[src/rtl/lc3b_ucode_pkg.sv]
// Shared microword layout, COND encodings and sequencer constants
// for the LC-3b microcoded control unit.
package lc3b_ucode_pkg;

   localparam int CW_W  = 35;
   localparam int DP_W  = 26;
   localparam int ST_W  = 6;

   localparam int IRD_BIT    = 34;
   localparam int COND_HI    = 33;
   localparam int COND_LO    = 32;
   localparam int J_HI       = 31;
   localparam int J_LO       = 26;
   localparam int LD_BEN_BIT = 22;
   localparam int DP_HI      = 25;
   localparam int DP_LO      = 0;

   typedef enum logic [1:0] {
      COND_UNCOND = 2'b00,
      COND_READY  = 2'b01,
      COND_BEN    = 2'b10,
      COND_ADDR   = 2'b11
   } cond_e;

   localparam logic [ST_W-1:0] FETCH_STATE  = 6'd18;
   localparam logic [ST_W-1:0] DECODE_STATE = 6'd32;

endpackage

[src/rtl/lc3b_next_state_logic.sv]
// Combinational next micro-address from IRD/COND/J, IR bits, BEN and R.
// Ports: ctrl_word_i, ir_hi_i, ben_i, mem_ready_i -> next_o, illegal_o.
module lc3b_next_state_logic
   import lc3b_ucode_pkg::*;
(
   input  logic [34:0] ctrl_word_i,
   input  logic [6:0]  ir_hi_i,
   input  logic        ben_i,
   input  logic        mem_ready_i,
   output logic [5:0]  next_o,
   output logic        illegal_o
);

   cond_e      cond;
   logic [5:0] j;

   assign cond      = cond_e'(ctrl_word_i[COND_HI:COND_LO]);
   assign j         = ctrl_word_i[J_HI:J_LO];
   // An all-zero microword marks an unused control-store slot.
   assign illegal_o = ~|ctrl_word_i;

   always_comb begin
      next_o = j;
      if (ctrl_word_i[IRD_BIT]) begin
         next_o = {2'b00, ir_hi_i[6:3]};
      end else begin
         unique case (cond)
            COND_UNCOND: next_o = j;
            COND_READY:  next_o = j | {4'b0, mem_ready_i, 1'b0};
            COND_BEN:    next_o = j | {3'b0, ben_i, 2'b0};
            COND_ADDR:   next_o = j | {5'b0, ir_hi_i[2]};
         endcase
      end
   end

endmodule

[src/rtl/lc3b_microsequencer.sv]
// LC-3b microsequencer: micro-state register, BEN, memory watchdog, halt.
// Ports: clk, rst_n, ctrl_word, ir_hi, nzp, mem_ready, halt ->
//        state, dp_ctrl, ben, mem_timeout, illegal_state.
module lc3b_microsequencer #(
   parameter logic [5:0] FETCH_STATE = 6'd18,
   parameter int         MEM_TIMEOUT = 255,
   parameter int         CNT_W       = 8
) (
   input  logic        clk,
   input  logic        rst_n,
   input  logic [34:0] ctrl_word,
   input  logic [6:0]  ir_hi,
   input  logic [2:0]  nzp,
   input  logic        mem_ready,
   input  logic        halt,
   output logic [5:0]  state,
   output logic [25:0] dp_ctrl,
   output logic        ben,
   output logic        mem_timeout,
   output logic        illegal_state
);
   import lc3b_ucode_pkg::*;

   logic [5:0]       state_q, state_d, ns;
   logic             ben_q, ben_d;
   logic [CNT_W-1:0] cnt_q, cnt_d;
   logic             tmo_q, tmo_d;
   logic             ill_q, ill_d;
   logic             ill_word;
   logic             wait_st;

   lc3b_next_state_logic u_nsl (
      .ctrl_word_i (ctrl_word),
      .ir_hi_i     (ir_hi),
      .ben_i       (ben_q),
      .mem_ready_i (mem_ready),
      .next_o      (ns),
      .illegal_o   (ill_word)
   );

   assign wait_st =
      (ctrl_word[COND_HI:COND_LO] == COND_READY);

   always_ff @(posedge clk or negedge rst_n) begin
      if (!rst_n) begin
         state_q <= FETCH_STATE;
         ben_q   <= 1'b0;
         cnt_q   <= '0;
         tmo_q   <= 1'b0;
         ill_q   <= 1'b0;
      end else begin
         state_q <= state_d;
         ben_q   <= ben_d;
         cnt_q   <= cnt_d;
         tmo_q   <= tmo_d;
         ill_q   <= ill_d;
      end
   end

   // Halt freezes everything except the sticky timeout flag; an
   // illegal word seen while halted is acted on only after release.
   always_comb begin
      state_d = state_q;
      ben_d   = ben_q;
      cnt_d   = cnt_q;
      ill_d   = 1'b0;
      tmo_d   = tmo_q | (cnt_q >= CNT_W'(MEM_TIMEOUT));
      if (!halt) begin
         if (ill_word) begin
            state_d = FETCH_STATE;
            ill_d   = 1'b1;
         end else begin
            state_d = ns;
         end
         if (ctrl_word[LD_BEN_BIT]) begin
            ben_d = |(ir_hi[2:0] & nzp);
         end
         if (mem_ready || (state_d != state_q)) begin
            cnt_d = '0;
         end else if (wait_st && (cnt_q != '1)) begin
            cnt_d = cnt_q + 1'b1;
         end
      end
   end

   always_comb begin
      dp_ctrl = halt ? '0 : ctrl_word[DP_HI:DP_LO];
   end

   assign state         = state_q;
   assign ben           = ben_q;
   assign mem_timeout   = tmo_q;
   assign illegal_state = ill_q;

endmodule
[config.mk]
export PLATFORM = sky130hd
export DESIGN_NAME = lc3b_microsequencer
export DESIGN_NICKNAME = d
export VERILOG_FILES = /design/src/rtl/lc3b_ucode_pkg.sv /design/src/rtl/lc3b_next_state_logic.sv /design/src/rtl/lc3b_microsequencer.sv
export SDC_FILE = /design/constraint.sdc
export NUM_CORES = 1
export LEC_CHECK = 0
export CORE_MARGIN = 1.5
export CORE_UTILIZATION = 31
export CTS_CLUSTER_DIAMETER = 200
export CTS_CLUSTER_SIZE = 28
export DETAILED_ROUTE_END_ITERATION = 10
export GPL_ROUTABILITY_DRIVEN = 0
export PLACE_DENSITY = 0.73
export SYNTH_ARGS = -nofsm -noshare
export SYNTH_HDL_FRONTEND = slang
export SYNTH_SLANG_ARGS = --single-unit
[constraint.sdc]
create_clock -name clk -period 1.6 [get_ports clk]
set_clock_uncertainty 0.15 [all_clocks]
set_input_delay 0.32 -clock clk [delete_from_list [all_inputs] [get_ports clk]]
set_output_delay 0.32 -clock clk [all_outputs]
set_load 0.03 [all_outputs]
==> flow_summary.json <==
{
  "status": "complete, but fails checks",
  "violations": "negative setup slack",
  "startpoint_type": "input pin",
  "antenna_cells": 0,
  "fin_ws_ns": -0.204,
  "clock_latency_ns": 0.25,
  "start_util_pct": 32.4,
  "grt_pass1_vias": 1490,
  "r2r-start": "ben$_DFFE_PN0P_",
  "synth_top_area_cell": "dfrtp_1",
  "endpoint_kind": "register",
  "syn_area_per_cell_um2": 9.13,
  "final_cell_mix": "59 x buf_4, 16 x nor2b_2, 15 x buf_2",
  "yosysTopAreaCellShare_pct": 31.4,
  "clk_pin_slew_worst_paths_ns": 0.06,
  "synth_area_leaders": "dfrtp_1 31%, nor2b_1 14%, xnor2_1 6.6%",
  "hold_violations": 0,
  "power_w": 0.00140,
  "synth-seq-cells": 17,
  "num_vias": 1429,
  "synth_ff_type": "dfrtp_1",
  "grt_pass1_wl_mm": 6.93,
  "drive_above_1_share_pct": 57.1,
  "hold_path_class": "input pin to asynchronous set/reset pin",
  "slew_violations": 0,
  "grt_remaining_overflow": 0,
  "vdd_drop_max_uv": 453,
  "tns_ns": -1.45,
  "cts_tree": "built",
  "final_common_cell": "buf_4",
  "setup_violations": 8,
  "fmax_mhz": 554,
  "rrSetupSlack_ns": -0.16,
  "syn_inst": 131,
  "die_w_um": 65.1,
  "cts_root_buf": "clkbuf_8",
  "worst-slew-pin-transition_ns": 0.331,
  "leakagePower_nw": 1.11,
  "cts_htree_levels": 1,
  "grt_max_degree": 35,
  "syn2layout_area_growth_pct": 107,
  "die_y_um": 65.1,
  "crit_required_ns": 1.58,
  "cp.arrival_ns": 1.79,
  "relSlewSlack_pct": 78.0,
  "rows": 22,
  "die_area_um2": 4240,
  "clockBufferDepth": 2,
  "drv_cap": 0,
  "first_iter_violations": 39,
  "synth.distinct_cells": 39,
  "cts_sinks": 17,
  "wl_per_cell_um": 14.4,
  "ys_warn_count": 0,
  "reg2reg_depth": 6,
  "route.detailed.drc": 0,
  "first_pass_iters": 4,
  "dp_hpwl_mm": 3.32,
  "antenna_found_initial": 0,
  "crit_type": "input pin to register",
  "ys_seq_area_share_pct": 35.8,
  "grt_setup_unrepaired": "yes",
  "nets": 298,
  "routed_wl_mm": 4.24,
  "cts_buffers": 3,
  "synth_area_um2": 1200,
  "cp_max_fo": 7,
  "finalCriticalPeriod_ns": 1.80,
  "drtAntennaViolNets": 0,
  "ys_async_sr_fraction_pct": 100,
  "period_share_pct": 113,
  "port-buffer-count": 83,
  "pin_count": 84,
  "cts_hold_buf": 0,
  "coreArea_um2": 3690,
  "rr_endpoint": "cnt_q[2]$_DFFE_PN0P_",
  "via_per_inst": 4.84,
  "track_usage_pct": 21.0,
  "syn-num-nets": 181,
  "power_density_nw_per_um2": 563,
  "synth-edff-count": 0
}
timing repair:
| item | in CTS | in global routing |
|---|---|---|
| gates resized for setup | 129 | 28 |
| pin swaps | 27 | 18 |
| buffers inserted | 6 | 2 |
| setup endpoints to repair | 22 | 15 |
area by class of cell:
type                            instances  area [µm²]
Clock buffer                            3        41.3
Multi-Input combinational cell        104         982
Tap cell                               48        60.1
Inverter                                5        18.8
Fill cell                             311        1210
Sequential cell                        17         429
Timing Repair Buffer                  117         942
Clock inverter                          1        5.00
flip-flops by register name, summed over array words and instances, names as in the netlist:
signal / count
mem_timeout: 1
state: 6
illegal_state: 1
cnt_q: 8
ben: 1
metrics by stage:
stage	instances	worst slack, ns	utilization, %	instance area [µm²]	hold slack, ns
floorplan	131	-0.174	-	1330	-0.126
global placement	283	-0.813	62.4	2300	0.311
detailed placement	283	-0.864	62.4	2300	0.323
CTS	293	-0.242	66.6	2450	0.224
global route	295	-0.281	67.2	2480	0.250
finish	295	-0.204	67.2	2480	0.228
how the worst max path moves through the flow:
stage	from	to	depth (start not counted)
after floorplan	ctrl_word[26]	cnt_q[0]$_DFFE_PN0P_	6
after detailed placement	ctrl_word[34]	cnt_q[6]$_DFFE_PN0P_	8
after global placement	ctrl_word[34]	cnt_q[0]$_DFFE_PN0P_	8
final	ctrl_word[22]	cnt_q[0]$_DFFE_PN0P_	7
after global routing	ctrl_word[31]	cnt_q[0]$_DFFE_PN0P_	7
after CTS	ben$_DFFE_PN0P_	cnt_q[2]$_DFFE_PN0P_	6
synthesized netlist by cell type, types with 2 or more instances:
cell type  count
nor2b_1       27
nand4_1        3
nor4_1         8
inv_1          5
mux2_2         2
dfrtp_1       15
o32ai_1        2
dfstp_2        2
xor2_1         3
nor3_1         2
clkbuf_1       4
o21ai_1        2
nand3_1        4
xnor2_1        9
nand2_1        7
a21oi_1        2
o21ai_0        3
nor2_1        10
layer usage:
layer / wire length (µm) / global-route usage [%] / share of wire (%) / up-vias
met4: 59 / 7.81 / 1.4 / 0
met1: 1600 / 24.5 / 38 / 665
li1: - / - / - / 693
met2: 2180 / 38.5 / 51 / 66
met3: 395 / 3.77 / 9.3 / 5
met5: 0 / 0 / 0 / -
power breakdown:
group	switching [W]	internal, W	total, W
combinational	0.000307	0.000290	0.000596
clock	0.000146	0.000173	0.000319
sequential	0.0000226	0.000456	0.000479
logic make-up (layout without fill, tap and decap cells):
group                      after synthesis  in the layout  share of synthesized area (%)
and+or+nand+nor                         70             70                           35.1
AOI/OAI and AO/OA                       17             17                           10.9
DFF                                     17             17                           35.8
xor gates and xnor gates                12             12                           8.79
buffers and inverters                   10            126                           3.77
muxes                                    4              4                           4.60
adders and majority gates                1              1                           1.05
critical path, stage by stage:
cell,delay [ns]
clkbuf_2,0.12
nor4_4,0.27
nand3_2,0.18
o32ai_4,0.37
xnor2_2,0.15
a31oi_4,0.29
nor2_1,0.09
No activity file was read; power rests on OpenSTA's default activity.
